File: src/rtl/uart_tx_sched.sv
// -----------------------------------------------------------------------------
// uart_tx_sched
//
// Feeds a uart_transmitter one frame at a time from two byte requesters.
// Requester 0 is the CPU store path and requester 1 is the debug/monitor path.
// A round-robin arbiter pushes at most one byte per cycle into a DEPTH-entry
// FIFO. A Moore sequencer pops the head and steps the transmitter through
// load -> start -> data -> stop. It watches the transmitter's bit count and
// flags a transmitter that never reaches bit 8.
//
// Parameters
//   DEPTH  FIFO entries (power of 2, >= 2)
//   TMO    WAIT-state cycle limit before err_timeout
//
// Ports
//   clk            clock
//   rst            asynchronous, active-low reset
//   req_valid[1:0] per-requester byte valid
//   req_data0/1    requester bytes
//   req_ready[1:0] per-requester accept (combinational from req_valid)
//   cfg_stop2      two stop bits; sampled when a byte is popped
//   err_clr        clears err_timeout (a same-cycle set wins)
//   tx_data        -> data_in        (current byte, stable for the frame)
//   tx_load        -> load_data_reg  (1-cycle pulse in START)
//   tx_transfer    -> transfer_byte  (1-cycle pulse in START)
//   tx_byte_ready  -> byte_ready     (1-cycle pulse in ARM)
//   tx_stop2       -> stop_2         (stop2 latched at pop)
//   tx_bit_cnt     <- bit_cnt_out
//   busy           sequencer not IDLE
//   fifo_count     FIFO occupancy
//   err_timeout    sticky stalled-transmitter flag
// -----------------------------------------------------------------------------
module uart_tx_sched #(
    parameter int DEPTH = 4,
    parameter int TMO   = 12
) (
    input  logic                   clk,
    input  logic                   rst,
    input  logic [1:0]             req_valid,
    input  logic [7:0]             req_data0,
    input  logic [7:0]             req_data1,
    output logic [1:0]             req_ready,
    input  logic                   cfg_stop2,
    input  logic                   err_clr,
    output logic [7:0]             tx_data,
    output logic                   tx_load,
    output logic                   tx_transfer,
    output logic                   tx_byte_ready,
    output logic                   tx_stop2,
    input  logic [3:0]             tx_bit_cnt,
    output logic                   busy,
    output logic [$clog2(DEPTH):0] fifo_count,
    output logic                   err_timeout
);
    localparam int NUM_LANES = 2;
    localparam int VEC_W     = 8;
    localparam int AW        = $clog2(DEPTH);
    localparam int WW        = $clog2(TMO + 1);

    typedef logic [AW-1:0] ptr_t;
    typedef logic [AW:0]   cnt_t;
    typedef logic [WW-1:0] wcnt_t;

    typedef struct packed {
        logic             vld;
        logic [VEC_W-1:0] data;
    } req_t;

    typedef enum logic [2:0] {IDLE, START, ARM, WAIT, STOP} state_t;

    // ---------------------------------------------------------------------
    // Arbiter
    // ---------------------------------------------------------------------
    req_t [NUM_LANES-1:0] req;
    logic [NUM_LANES-1:0] grant;
    logic [NUM_LANES-1:0] prio;
    logic                 last_srv;   // index of the requester served last
    logic                 space;
    logic                 push;
    logic [VEC_W-1:0]     push_data;

    // FIFO / sequencer state referenced by the arbiter
    state_t               state;
    cnt_t                 count;
    logic                 full;
    logic                 pop;

    assign req[0] = '{vld: req_valid[0], data: req_data0};
    assign req[1] = '{vld: req_valid[1], data: req_data1};

    // The requester not served last has priority on a tie.
    assign prio = last_srv ? 2'b01 : 2'b10;

    // A pop frees a slot for the same cycle's push only when the FIFO is
    // full. Otherwise ready follows the registered occupancy. pop depends
    // only on registered state, so no loop forms through req_valid.
    assign space = ~full | pop;

    for (genvar i = 0; i < NUM_LANES; i++) begin : g_lane
        assign grant[i]     = req[i].vld & (~req[NUM_LANES-1-i].vld | prio[i]);
        assign req_ready[i] = grant[i] & space;
    end

    assign push      = |(req_valid & req_ready);
    assign push_data = grant[1] ? req[1].data : req[0].data;

    always_ff @(posedge clk or negedge rst) begin
        if (!rst) begin
            last_srv <= 1'b1;   // requester 0 wins the first tie
        end else if (push) begin
            last_srv <= grant[1];
        end
    end

    // ---------------------------------------------------------------------
    // FIFO
    // ---------------------------------------------------------------------
    logic [DEPTH-1:0][VEC_W-1:0] mem;
    ptr_t                        wr_ptr;
    ptr_t                        rd_ptr;

    assign full       = (count == cnt_t'(DEPTH));
    assign pop        = (state == IDLE) && (count != '0);
    assign fifo_count = count;

    // Pointers are AW bits wide, so they wrap modulo DEPTH without extra logic.
    always_ff @(posedge clk or negedge rst) begin
        if (!rst) begin
            mem    <= '0;
            wr_ptr <= '0;
            rd_ptr <= '0;
            count  <= '0;
        end else begin
            if (push) begin
                mem[wr_ptr] <= push_data;
                wr_ptr      <= wr_ptr + ptr_t'(1);
            end
            if (pop) begin
                rd_ptr <= rd_ptr + ptr_t'(1);
            end
            case ({push, pop})
                2'b10:   count <= count + cnt_t'(1);
                2'b01:   count <= count - cnt_t'(1);
                default: count <= count;
            endcase
        end
    end

    // ---------------------------------------------------------------------
    // Sequencer
    // ---------------------------------------------------------------------
    logic [VEC_W-1:0] cur_byte;
    logic             stop2_q;
    wcnt_t            wcnt;
    logic [1:0]       scnt;

    assign tx_data  = cur_byte;
    assign tx_stop2 = stop2_q;
    assign busy     = (state != IDLE);

    // Strobes are registered and set on the transition into their state, so
    // each one is high for exactly the cycle the FSM spends in that state.
    always_ff @(posedge clk or negedge rst) begin
        if (!rst) begin
            state         <= IDLE;
            cur_byte      <= '0;
            stop2_q       <= 1'b0;
            wcnt          <= '0;
            scnt          <= '0;
            tx_load       <= 1'b0;
            tx_transfer   <= 1'b0;
            tx_byte_ready <= 1'b0;
            err_timeout   <= 1'b0;
        end else begin
            tx_load       <= 1'b0;
            tx_transfer   <= 1'b0;
            tx_byte_ready <= 1'b0;
            if (err_clr) begin
                err_timeout <= 1'b0;
            end
            case (state)
                IDLE: begin
                    if (pop) begin
                        cur_byte    <= mem[rd_ptr];
                        stop2_q     <= cfg_stop2;
                        tx_load     <= 1'b1;
                        tx_transfer <= 1'b1;
                        state       <= START;
                    end
                end
                START: begin
                    tx_byte_ready <= 1'b1;
                    state         <= ARM;
                end
                ARM: begin
                    wcnt  <= '0;
                    state <= WAIT;
                end
                WAIT: begin
                    wcnt <= wcnt + wcnt_t'(1);
                    if (tx_bit_cnt == 4'd8) begin
                        scnt  <= stop2_q ? 2'd2 : 2'd1;
                        state <= STOP;
                    end else if (wcnt == wcnt_t'(TMO - 1)) begin
                        // wcnt reaches TMO on this edge. The byte is dropped,
                        // and this set overrides a same-cycle err_clr.
                        err_timeout <= 1'b1;
                        state       <= IDLE;
                    end
                end
                STOP: begin
                    if (scnt == 2'd1) begin
                        state <= IDLE;
                    end else begin
                        scnt <= scnt - 2'd1;
                    end
                end
                default: state <= IDLE;
            endcase
        end
    end

endmodule

File: config.mk
export PLATFORM = sky130hd
export DESIGN_NAME = uart_tx_sched
export DESIGN_NICKNAME = d
export VERILOG_FILES = /design/src/rtl/uart_tx_sched.sv
export SDC_FILE = /design/constraint.sdc
export NUM_CORES = 1
export LEC_CHECK = 0
export CORE_ASPECT_RATIO = 1.25
export CORE_UTILIZATION = 54
export DETAILED_ROUTE_END_ITERATION = 10
export GPL_TIMING_DRIVEN = 0
export PLACE_DENSITY_LB_ADDON = 0.3
export SLEW_MARGIN = 40
export SYNTH_ARGS = -nofsm -noshare
export SYNTH_HDL_FRONTEND = slang
export SYNTH_SLANG_ARGS = --single-unit
File: constraint.sdc
create_clock -name clk -period 3.05 [get_ports clk]
set_input_delay 0.4575 -clock clk [delete_from_list [all_inputs] [get_ports clk]]
set_output_delay 0.4575 -clock clk [all_outputs]
set_load 0.1 [all_outputs]
==> run summary, run 1 <==
The endpoint required time on the critical path is 2.59 ns. For this run, the slowest stage of the critical path takes between 0.4 and 0.5 ns. The die boundary height came out at approximately 85 um.

The fmax is between 0.3 and 0.4 GHz. The slowest stage of the critical path is the sky130_fd_sc_hd__buf_2 cell. The post-placement cell count is 319. In the final layout, the share of cells above drive strength 1 is 0.396. The die outline area is just under 6000 sq um. The summed area of non-filler cells in the final layout came out at roughly 3600 sq um. The initial antenna violation count came out at 0.

By area, the combinational part of the netlist is dominated by multiplexers. Dividing the synthesized area by the synthesized cell count gives about 14 sq um. The TritonCTS clock tree is done. For the worst setup path, the data arrival time is 2.21 ns. The critical path is of the register to primary output type.

After detailed routing, the average wire length per cell comes to about 16 um. The slew of the pin with the lowest slew margin came out at ~0.69 ns. The deepest level of the CTS H-tree came out at 3. The wire length of the first global-routing pass is a little under 9000 um. The total count of hold-check failures in the final report came out at 0.

Clock-pin slew was measured on the worst setup and hold paths at about 0.070 ns. The all-layer global routing usage is 0.218. Row generation in the floorplan step produced 29 rows. The count of antenna diodes in the layout is 0. The pin count of the biggest net entering global routing came out at 42. The standard cell area after detailed placement came out at approximately 3400 sq um. The final weighted congestion in routability-driven placement is between 0.7 and 0.8. The remaining max-slew budget at the tightest pin came out at 0.533. The core box area is around 5200 sq um. Global routing finished with a remaining overflow of 0. The post-route antenna net violation count came out at 0. In the routed design, unresolved DRC markers number 0. The met3 track utilization from global routing is 0.0632.

The area fraction in compound gates after synthesis came out at 0.0666. The most common cell in the synthesized netlist is sky130_fd_sc_hd__dfrtp_1. After synthesis, the cell types taking the most area are sky130_fd_sc_hd__dfrtp_1, sky130_fd_sc_hd__mux2_2, sky130_fd_sc_hd__mux4_2. The area fraction in and, or, nand and nor cells after synthesis came out at 0.0670.

The number of buffers between clock root and the deepest sink is 2. Summed over all nets, the half-perimeter wirelength after detailed placement is 3810 um. The area added between synthesis and finish is 21.0%. In the synthesized netlist the async set-or-reset flop fraction comes to 1.00. The count of flip-flops with a built-in enable after synthesis came out at 0. The initial utilization of the core area, before any placement, comes to 0.572. In the routed layout, each cell is associated on average with a via count of ~5.6.

The floorplan die width is 68.3 um. STA classifies the critical path endpoint as a primary output. The worst voltage drop across the vdd grid came out at roughly 0.00056 V. The tree is rooted in a sky130_fd_sc_hd__clkbuf_8. Setup violations remaining at the end of the flow were counted as 0. The fraction of the cycle the final worst path needs came out at 0.876. The cell area after synthesis came out at ~3000 sq um. The total CTS buffers is 9. The adder-cell area share of the yosys netlist is 0.0363. The clock insertion delay at the later pin of the skew report is 0.33 ns. The flow ran to the end, and the final reports show no timing, DRC or antenna violations.

The number of buffers added to fix hold violations after cts came out at 0. The total number of nets in the final design came out at ~300. The count of buffers added on input and output ports is 44.

Of the total synthesized cell area, the portion taken by XOR and XNOR cells is 0.0177. The routing layer with the top usage in global route is met2. The largest fanout of any net on the critical path is 10. The count of pins over their slew limit is 0. The met2 demand-to-capacity share in global routing came out at 0.351. The via count of the first global-routing pass is about 1.9k. 45 I/O pins were placed. For this run, the register share of the synthesized area comes to 0.515.

The warning count from the yosys run is 0. By count the netlist is led by sky130_fd_sc_hd__dfrtp_1, sky130_fd_sc_hd__mux2_2, sky130_fd_sc_hd__inv_1. The buffers plus inverters on the worst setup path came out at 3.

The count of filler cells inserted in the layout came out at ~390. The critical path goes through clkbuf_1 -> or3_4 -> buf_6 -> a21boi_0 -> and2_1 -> buf_2. The area share of the largest cell type after synthesis is 0.506. The critical path launch point type is a register. In this design, the largest share of critical-path delay is due to buffers and inverters. The total number of vias is between 1.5k and 2k. The leakage power figure is roughly 1.6 nW.

The detailed router finished its first iteration with 52 violations. The final routed wirelength across all metal layers came out at 5440 um. The final cell count without fillers is about 340.

The fraction of synthesized area in multiplexers is 0.264. The clock skew after layout is between 0.003 and 0.004 ns. The number of cells produced by synthesis came out at 212. The count of max-cap constraint violations is 0.

The top flip-flop cell by instance count after synthesis is sky130_fd_sc_hd__dfrtp_1. The number of distinct library cell variants in the gate-level netlist after synthesis came out at between 40 and 50. The post-CTS repair timing setup buffer count came out at 0. The detailed-router iteration count before antenna repair came out at 4.

The global routing met1 resource utilization is 0.260. The kind of path behind the tightest hold check is input port to async pin. Setup repair after global routing left no endpoint under its margin.

The clock period could shrink to between 2 and 3 ns. The number of clock sinks is around 60. Post-CTS repair changed the size of 0 cells. The biggest area consumer among synthesized cells is sky130_fd_sc_hd__dfrtp_1. The number of flip-flops and latches in the synthesized netlist is 61. The post-synth net total is approximately 250. The power density over the cells is 1140 nW/um^2.
==> state kept, by name (all words and copies together) (netlist names), 2 cells and up <==
name and flops:
state 3, tx_data 8, wr_ptr 2, wcnt 4, mem 32, rd_ptr 2, fifo_count 3, scnt 2
==> path summary, 6_finish.rpt <==
path                                         from                        end  slack [ns]  cells past startpoint
setup / recovery             state[2]$_DFFE_PN0P_               req_ready[0]        0.38                      6
hold / removal                                rst  fifo_count[1]$_DFFE_PN0P_       0.008                      1
setup reg to reg             state[2]$_DFFE_PN0P_  fifo_count[2]$_DFFE_PN0P_        0.50                     10
hold reg to reg            tx_data[6]$_DFFE_PN0P_     tx_data[6]$_DFFE_PN0P_        0.50                      1
max in group asynchronous                     rst        mem[25]$_DFFE_PN0P_        2.54                      2
min in group clk           tx_data[6]$_DFFE_PN0P_     tx_data[6]$_DFFE_PN0P_        0.50                      1
==> report_power, final <==
part | switching [W] | internal [W]
Combinational | 0.00124 | 0.000795
Clock | 0.000296 | 0.000338
Sequential | 0.000230 | 0.00120
Total | 0.00177 | 0.00234
==> per-layer routing <==
metal / routed length [um] / up-vias
li1: - / 875
met1: 2320 / 958
met2: 2850 / 42
met3: 155 / 12
met4: 119 / 0
met5: 0 / -
==> per-stage QoR <==
| stage | utilization | power [W] | hold WS, ns | TNS [ns] | setup WS, ns |
|---|---|---|---|---|---|
| after global placement | 0.672 | 0.00351 | 0.485 | -25.99 | -0.667 |
| after detailed placement | 0.658 | 0.00350 | 0.366 | 0 | 0.361 |
| after CTS | 0.692 | 0.00415 | 0.00332 | 0 | 0.351 |
| after global routing | 0.692 | 0.00435 | 0.0127 | 0 | 0.253 |
| final | 0.692 | 0.00410 | 0.00812 | 0 | 0.378 |
| after floorplan | - | 0.00309 | 0.162 | 0 | 0.186 |
==> final cells by class <==
class / count / area, sq um / area share
clock buffers: 13 / 159 / 0.0443
clock inverters: 3 / 20.0 / 0.00557
inverters: 12 / 45.0 / 0.0125
well taps: 62 / 77.6 / 0.0216
flip-flops and latches: 61 / 1530 / 0.425
plain buffers: 8 / 53.8 / 0.0150
repair buffers: 45 / 363 / 0.101
multi-input cells: 131 / 1350 / 0.375
==> placed cells by master, fill, tap and decap left out, types with 2 or more instances in the layout <==
cell,n
sky130_fd_sc_hd__a21oi_4,4
sky130_fd_sc_hd__and2_1,2
sky130_fd_sc_hd__buf_2,20
sky130_fd_sc_hd__buf_4,3
sky130_fd_sc_hd__buf_6,2
sky130_fd_sc_hd__clkbuf_1,4
sky130_fd_sc_hd__clkbuf_8,11
sky130_fd_sc_hd__clkdlybuf4s50_1,24
sky130_fd_sc_hd__clkinvlp_4,2
sky130_fd_sc_hd__dfrtp_1,60
sky130_fd_sc_hd__ha_1,7
sky130_fd_sc_hd__inv_1,12
sky130_fd_sc_hd__mux2_2,51
sky130_fd_sc_hd__mux2i_1,3
sky130_fd_sc_hd__mux4_2,8
sky130_fd_sc_hd__nand2_1,6
sky130_fd_sc_hd__nand2b_1,2
sky130_fd_sc_hd__nand3_1,3
sky130_fd_sc_hd__nor2_1,4
sky130_fd_sc_hd__nor2b_1,2
sky130_fd_sc_hd__nor3b_1,4
sky130_fd_sc_hd__nor4b_1,2
sky130_fd_sc_hd__o21ai_0,8
sky130_fd_sc_hd__o22ai_1,2
sky130_fd_sc_hd__xnor2_1,2
sky130_fd_sc_hd__xor2_1,4
==> cells by family (layout without fill, tap and decap cells) <==
logic type | count (synthesis) | in the layout
and+or+nand+nor | 31 | 31
adders and majority gates | 8 | 8
AOI/OAI and AO/OA | 24 | 24
buffers and inverters | 20 | 81
DFF | 61 | 61
xor gates and xnor gates | 6 | 6
muxes | 62 | 62
Note: power is estimated with default switching activity, not from simulation.
==> inputs of run 2 (changes only) <==
--- a/config.mk
+++ b/config.mk
@@ -5,12 +5,13 @@
 export SDC_FILE = /design/constraint.sdc
 export NUM_CORES = 1
 export LEC_CHECK = 0
+export CAP_MARGIN = 25
 export CORE_ASPECT_RATIO = 1.25
 export CORE_UTILIZATION = 54
 export DETAILED_ROUTE_END_ITERATION = 10
 export GPL_TIMING_DRIVEN = 0
 export PLACE_DENSITY_LB_ADDON = 0.3
-export SLEW_MARGIN = 40
+export SLEW_MARGIN = 30
 export SYNTH_ARGS = -nofsm -noshare
 export SYNTH_HDL_FRONTEND = slang
 export SYNTH_SLANG_ARGS = --single-unit
==> run 2 against run 1 <==
  * Total power up 4.1%
  * Critical endpoint is now req_ready[1]
  * Utilization rose by 2.5 points
  * First-iteration DRC count is 60% higher
  * Largest cell class unchanged
==> run summary, run 2 (synthesis gave the netlist of run 1 again) <==
The flow ran to the end, and the final reports show no timing, DRC or antenna violations. The total CTS buffers came out at 9. The detailed placement HPWL is a little under 4000 um. The die boundary height came out at about 85 um.

Along the worst path, the maximum fanout reaches 9. The number of flip-flops in the largest register came out at 32. The pin count of the biggest net entering global routing came out at between 40 and 50. The number of clock sinks came out at a little over 60. The die outline area is between 5000 and 6000 sq um. The post-detailed-route wirelength per cell came out at 16.4 um.

The tightest hold margin came out at 0.504 ns. Pin placement for this block handled 45 I/O pins. The summed area of non-filler cells in the final layout came out at roughly 3700 sq um. For this design the total switching power over the nets is around 0.0018 W.

For the pin with the worst max-slew slack, the measured transition is between 0.9 and 1 ns. The type of the worst setup path is input port to primary output. The clock skew after layout is between 0.006 and 0.007 ns.

The post-CTS repair timing setup buffer count came out at 0. In this run the clock root is driven by a sky130_fd_sc_hd__clkbuf_8. Across every metal layer, demand over resource in global routing totals 0.221. Ranked by flip-flop count, first place goes to mem. The initial antenna violation count was 0. The number of design rule violations left after detail routing came out at 0. The detailed-router iteration count before antenna repair came out at 4. Clock-pin slew was measured on the worst setup and hold paths at 0.06 ns. The post-route antenna net violation count is 0. The switching share of power came out at 0.416. The share of power burned in registers came out at 0.335. The core box area came out at between 5000 and 6000 sq um. The initial core utilization is 0.572.

In the final design database the tool counted 303 nets. The count of pins over their slew limit came to 0. Across all layers, the routed design uses ~1.9k vias. In this run the worst hold path is classified as register to register. The count of filler cells inserted in the layout came out at between 300 and 400. From synthesis to final layout, the design area changed by 25.4%. The count of antenna diodes in the layout came out at 0. The quantity of I/O buffers inserted on ports is 44. The leakage power figure came out at between 1.5 and 2 nW. The fraction of the cycle the final worst path needs is 0.927.

The post-placement setup slack came out at -0.370 ns. The number of DRC violations after detailed-routing iteration 0 is 83. The clock period minus final worst setup slack came out at between 2 and 3 ns. Setup repair after global routing left no endpoint under its margin. The internal power consumption is roughly 0.0025 W. Once layout is complete, the utilization of the core stands at 0.717. The clock insertion delay at the later pin of the skew report is between 0.3 and 0.4 ns. Global routing finished with a remaining overflow of 0. The remaining max-slew budget at the tightest pin came out at 0.348.

The wire length of the first global-routing pass is between 9000 and 10000 um. The initialized floorplan defines 29 standard-cell rows. The total count of hold-check failures in the final report came to 0. The critical path launch point type is an input port. The standard cell area after detailed placement came out at 3510 sq um. The number of buffers between clock root and the deepest sink is 2.

TritonCTS built the clock tree. The share of power burned in combinational logic is 0.498. Of the total power, the clock network draws 0.167. The floorplan step set the die width to around 68 um.

The count of max-cap constraint violations came out at 0. The library cells used most frequently in the layout, excluding fill and tap cells, are sky130_fd_sc_hd__dfrtp_1, sky130_fd_sc_hd__mux2_2, sky130_fd_sc_hd__clkdlybuf4s50_1. For this run, the top clock speed supported by timing is 0.354 GHz. The critical path arrival came out at around 2.4 ns.

The endpoint required time on the critical path is approximately 2.6 ns. The final weighted congestion in routability-driven placement came out at roughly 0.73. The ratio of cells with drive above 1 in the final layout came out at 0.337. Across the VDD grid, the largest voltage drop is between 0.0005 and 0.0006 V. The ratio of routed vias to standard cells is around 5.6. Setup slack on the critical path of the routed design comes to roughly 0.22 ns. The sequential cells in the finished layout cover a total of 1530 sq um.

The worst setup path is captured at a primary output. The deepest level of the CTS H-tree is 3. The power density over the cells is ~1100 nW/um^2. In the final layout, the multi-input gates occupy 1350 sq um. After detailed routing, the total wire length is 5480 um. Leaving out fill and tap cells, the most frequent cell in the layout is sky130_fd_sc_hd__dfrtp_1. The total setup violations reported at the end of the flow is 0. The via count of the first global-routing pass came to about 2k.
run 2: final cells by class:
class / instances / share of cell area
flip-flops and latches: 61 / 0.411
multi-input cells: 131 / 0.361
repair buffers: 46 / 0.127
clock buffers: 11 / 0.0407
well taps: 62 / 0.0208
plain buffers: 8 / 0.0145
clock inverters: 4 / 0.0128
inverters: 12 / 0.0121
run 2: worst max-delay path: stages:
cell and delay, ns:
sky130_fd_sc_hd__clkdlybuf4s50_1 0.58, sky130_fd_sc_hd__a21boi_2 0.57, sky130_fd_sc_hd__and2_1 0.21, sky130_fd_sc_hd__clkdlybuf4s15_2 0.55
run 2: through the flow:
step                setup TNS (ns)  std cells  total power (W)
floorplan                        0        212          0.00309
global placement            -25.99        318          0.00351
detailed placement          -0.370        319          0.00359
CTS                              0        335          0.00431
global route                     0        335          0.00452
finish                           0        335          0.00427
run 2: what timing repair did:
item | CTS | global route
hold buffers | 1 | 0
endpoints found under the hold margin | 2 | 0
gates resized for setup | 6 | 1
setup endpoints to repair | 2 | 1
run 2: final timing paths:
path / startpoint / to / slack, ns / depth (start not counted)
worst min register to register: mem[30]$_DFFE_PN0P_ / mem[30]$_DFFE_PN0P_ / 0.50 / 1
max in group asynchronous: rst / mem[25]$_DFFE_PN0P_ / 1.99 / 3
worst max-delay path: req_valid[1] / req_ready[1] / 0.22 / 4
worst max register to register: state[2]$_DFFE_PN0P_ / fifo_count[2]$_DFFE_PN0P_ / 0.53 / 10
min in group asynchronous: rst / err_timeout$_DFF_PN0_ / 0.56 / 2
worst min-delay path: mem[30]$_DFFE_PN0P_ / mem[30]$_DFFE_PN0P_ / 0.50 / 1
run 2: routing by layer:
metal	routed length, um	GRT usage
met5	0	0
met1	2290	0.268
met3	180	0.0766
met2	2970	0.355
met4	44	0.0833
run 2: power groups by stage:
| stage | logic [W] | registers [W] | clock network [W] |
|---|---|---|---|
| 5_1_grt | 0.00226 | 0.00148 | 0.000774 |
| 3_3_place_gp | 0.00208 | 0.00143 | 0 |
| 2_1_floorplan | 0.00113 | 0.00195 | 0 |
| 6_report | 0.00213 | 0.00143 | 0.000715 |
| 4_1_cts | 0.00215 | 0.00143 | 0.000731 |
| 3_5_place_dp | 0.00214 | 0.00145 | 0 |
==> inputs of run 3 (changes only) <==
==> constraint.sdc (replaced) <==
create_clock -name clk -period 2.99 [get_ports clk]
set_input_delay 0.4485 -clock clk [delete_from_list [all_inputs] [get_ports clk]]
set_output_delay 0.4485 -clock clk [all_outputs]
set_load 0.1 [all_outputs]
==> results of run 3 <==
The final DEF is identical to that of run 2. Status: finished clean.
Among the figures that moved: setup slack after placement -0.370 ns -> -0.412 ns; setup slack after layout 0.223 ns -> 0.181 ns; register-to-register setup slack 0.53 ns -> 0.47 ns; total power 0.00427 W -> 0.00436 W; worst IR drop on VDD 0.000581 V -> 0.000593 V
==> RTL change 1, RTL diff (config.mk and constraints of run 3) <==
Add an input register stage for `cfg_stop2`, without a reset; this delays it by one clock. The other inputs are not delayed to match.
--- a/src/rtl/uart_tx_sched.sv
+++ b/src/rtl/uart_tx_sched.sv
@@ -69,4 +69,10 @@
     typedef enum logic [2:0] {IDLE, START, ARM, WAIT, STOP} state_t;
 
+    logic cfg_stop2_q;
+
+    always_ff @(posedge clk) begin
+        cfg_stop2_q <= cfg_stop2;
+    end
+
     // ---------------------------------------------------------------------
     // Arbiter
@@ -183,5 +189,5 @@
                     if (pop) begin
                         cur_byte    <= mem[rd_ptr];
-                        stop2_q     <= cfg_stop2;
+                        stop2_q     <= cfg_stop2_q;
                         tx_load     <= 1'b1;
                         tx_transfer <= 1'b1;
Function: changed (Yosys sat finds a counterexample within 4 cycles, from zero or initial values and one cycle with rst low).
==> RTL change 1 against run 3 <==
Area after synthesis rose by 0.25%; critical path depth did not move; count of clock-buffer cells in the layout rose by 2; setup slack got worse by 34 ps; utilization rose by 0.77 points; first-iteration DRC count fell by 18%; sequential cell count rose by 1; via count rose by 1.8%; clock skew rose by 2.4 ps; die area rose by 0.24%; wire length rose by 3.9%; cell area rose by 1.1%; register-to-register slack got worse by 60 ps; total power rose by 5.3%; critical path type is now register to output port; largest cell class unchanged.
==> RTL change 1: results (changes against run 3) <==
| Metric | Value |
|---|---|
| Post-Route WL | 5.691 mm (+3.9%) |
| Combinational power | 2250 µW (+4%) |
| Leakage power total | 0.001601 µW (+0.71%) |
| Measured slew at the worst slew-check pin | 967.7 ps (-7.577 ps) |
| Post-Place Cells | 318 (-0.31%) |
| Met2 Use GR | 37.88% (+2.4 points) |
| M1 WL | 2.410 mm (+5.4%) |
| Worst min-delay path startpoint | cfg_stop2_q |
| FILL cells | 373 (-0.53%) |
| GR Layer Usage met3 | 3.360% (-4.3 points) |
| R2r setup slk | 410 ps (-60 ps) |
| Dpl hpwl | 3.792 mm (-2.0%) |
| Clock Skew | 9.021 ps (+2.445 ps) |
| Routed wl met2 | 2.919 mm (-1.6%) |
| Post-synthesis mux area share | 26.37% (-0.067 points) |
| Synth Area in Adders | 3.616% (-0.0091 points) |
| Worst Path Arrival | 2390 ps (+30 ps) |
| Leading cell types by total area after synthesis | dfrtp_1, mux2_2, mux4_2, ha_1, a21oi_4 |
| Worst Path Max Fanout | 10 (+1) |
| Total Power | 4590 µW (+5.3%) |
| Status | completed |
| Largest net degree at the start of global routing | 45 (+7.1%) |
| Launch point of the worst reg-to-reg path | state[1] |
| Vias in the first global route | 1962 (-1.6%) |
| Commonest cells post-synth | dfrtp_1, mux2_2, inv_1 |
| GRT Total Usage | 22.56% (+0.50 points) |
| GPL Wtd Cong | 0.7190 (-1.6%) |
| NumNets Final | 302 (-0.33%) |
| Largest vdd supply drop | 1074 µV (+81%) |
| Vias | 1907 (+1.8%) |
| Xor and xnor area share after synthesis | 1.766% (-0.0045 points) |
| Compound-Gate Fraction of Synth Area | 6.854% (+0.19 points) |
| Cell count after synthesis | 211 (-0.47%) |
| Sw frac | 41.28% (-0.33 points) |
| Routing usage on met1 | 27.43% (+0.60 points) |
| Met3 Routed Length | 230 µm (+28%) |
| Synth Net Count | 245 (-0.41%) |
## RTL change 1: worst max path at each step
stage	slack, ps	end	start	cells past startpoint
2_1_floorplan	170	fifo_count[2]	fifo_count[2]	9
3_3_place_gp	-740	req_ready[1]	req_valid[1]	4
3_5_place_dp	-430	req_ready[1]	req_valid[1]	4
4_1_cts	140	req_ready[1]	req_valid[1]	4
5_1_grt	80	req_ready[0]	state[1]	6
6_report	150	busy	state[1]	4
## RTL change 1: area by class of cell
| cell class | count | area share [%] |
|---|---|---|
| clock buffers | 13 | 4.491 |
| repair buffers | 46 | 12.51 |
| well taps | 62 | 2.063 |
| multi-input cells | 131 | 35.70 |
| flip-flops and latches | 62 | 41.15 |
| plain buffers | 8 | 1.364 |
| clock inverters | 3 | 1.730 |
| inverters | 10 | 0.9980 |
## RTL change 1: critical path: stages (launching register included)
cell,delay [ps]
dfrtp_1,380
buf_6,140
or3_4,410
buf_6,170
clkdlybuf4s50_1,970
==> RTL change 2, RTL diff (settings of run 3) <==
Without the edit above. Change the parameter `DEPTH` from 4 to 2.
--- a/src/rtl/uart_tx_sched.sv
+++ b/src/rtl/uart_tx_sched.sv
@@ -32,5 +32,5 @@
 // -----------------------------------------------------------------------------
 module uart_tx_sched #(
-    parameter int DEPTH = 4,
+    parameter int DEPTH = 2,
     parameter int TMO   = 12
 ) (
Interface: changed (resized fifo_count); port bits go from 45 to 44. The function was not compared with the original's and may differ.
==> RTL change 2 against run 3 <==
Clock skew fell by 2.7 ps; non-clock buffer count fell by 2; register-to-register slack improved by 450 ps; wire length fell by 24%; utilization rose by 3.1 points; cell area fell by 28%; setup slack got worse by 100 ps; critical path type unchanged; critical endpoint unchanged; the flow now finishes with violations (design-rule violations); total power fell by 28%; sequential cell count fell by 19; cell count fell by 24%; area after synthesis fell by 31%; sequential share of layout area fell by 1.7 points; die area fell by 30%.
==> RTL change 2: results (changes against run 3) <==
| Metric | Value |
|---|---|
| Relative slew slack | 35.09% (+0.31 points) |
| Failing checks | design-rule violations |
| Post-CTS resize count | 4 (-2) |
| Clk slew on worst S/H paths | 80 ps (+20 ps) |
| Area of the multi-input gates | 932.1 µm² (-31%) |
| Vias | 1426 (-24%) |
| Sw frac | 45.14% (+3.5 points) |
| First-pass GRT wire length | 6.975 mm (-23%) |
| Leading cell types by total area after synthesis | dfrtp_1, mux2_2, ha_1, nand2b_1, mux2i_1 |
| Die Width | 57.26 µm (-16%) |
| P_clk | 452 µW (-38%) |
| First drt pass iteration count | 9 (+5) |
| Post-Route WL | 4.172 mm (-24%) |
| Xor and xnor area share after synthesis | 2.125% (+0.35 points) |
| Status | finished, violations left |
| Non-clock buffer share | 18.76% (+4.6 points) |
| NumNets Final | 245 (-19%) |
| # DRC | 2 (+2) |
| Cell Pwr Density | 1174 nW/µm² (+0.25%) |
| FFs & Latches | 42 (-31%) |
| Switching power | 1417 µW (-22%) |
| Worst path slowest cell | clkdlybuf4s15_1 |
| Synth Net Count | 194 (-21%) |
| Slowest stage delay, CP | 820 ps (+240 ps) |
| Met3 Routed Length | 94 µm (-48%) |
| Worst min path class | input port to async pin |
| Vias in the first global route | 1491 (-25%) |
| Initial DRC Count | 41 (-51%) |
| Distinct cell type count after synthesis | 39 (-7.1%) |
| FILL cells | 242 (-35%) |
| Seq area share | 39.35% (-1.7 points) |
| Clock Skew | 3.844 ps (-2.731 ps) |
| M1 WL | 1.586 mm (-31%) |
| GR Layer Usage met3 | 3.839% (-3.8 points) |
| Comb_multi_in | 108 (-18%) |
| Largest net degree at the start of global routing | 25 (-40%) |
| Post-Layout Cell Count | 255 (-24%) |
| Routed wl met2 | 2.441 mm (-18%) |
| Buffers, non-clock | 52 (-3.7%) |
| Final-layout clock-cell area share | 4.212% (-1.1 points) |
| Commonest cells post-synth | dfrtp_1, mux2_2, inv_1, nand2_1 |
| Post-synthesis mux area share | 23.86% (-2.6 points) |
| H-Tree Depth | 2 (-1) |
| Synth Area in Adders | 1.821% (-1.8 points) |
| Clock buffers | 6 (-5) |
| Number of hold buffers added after cts | 0 (-1) |
| Worst skew pair latency | 290 ps (-40 ps) |
| Pre-CTS WS | -644.9 ps (-233.0 ps) |
| Placed cell area | 2562 µm² (-27%) |
| Layout cells sized above 1 | 29.17% (-4.5 points) |
| Inverters, non-clock | 7 (-5) |
| GPL Wtd Cong | 0.7663 (+4.9%) |
| Sequential Power | 998 µW (-32%) |
RTL change 2: cell count changes after synthesis, moves of 2 or more:
| cell | run 3 | this run |
|---|---|---|
| nand2b_1 | 2 | 6 |
| a21oi_4 | 4 | 0 |
| inv_1 | 12 | 7 |
| o21ai_0 | 8 | 6 |
| ha_1 | 7 | 3 |
| mux2_2 | 51 | 41 |
| nor3b_1 | 4 | 2 |
| nand3_1 | 3 | 1 |
| mux4_2 | 8 | 0 |
| dfrtp_1 | 60 | 41 |
| a21oi_1 | 0 | 5 |
RTL change 2: cell families after synthesis:
kind of cell	Yosys count
xor+xnor	5
fa+ha+maj	3
simple gates	34
compound gates	22
mux	44
buf+inv	15
flops	42
RTL change 2: worst paths after layout:
path | from | endpoint | slack (ps)
min | rst | err_timeout | 100
max in group asynchronous | rst | last_srv | 2340
max reg2reg | state[0] | fifo_count[1] | 920
min reg2reg | last_srv | last_srv | 500
max | req_valid[1] | req_ready[1] | 80
min in group clk | last_srv | last_srv | 500
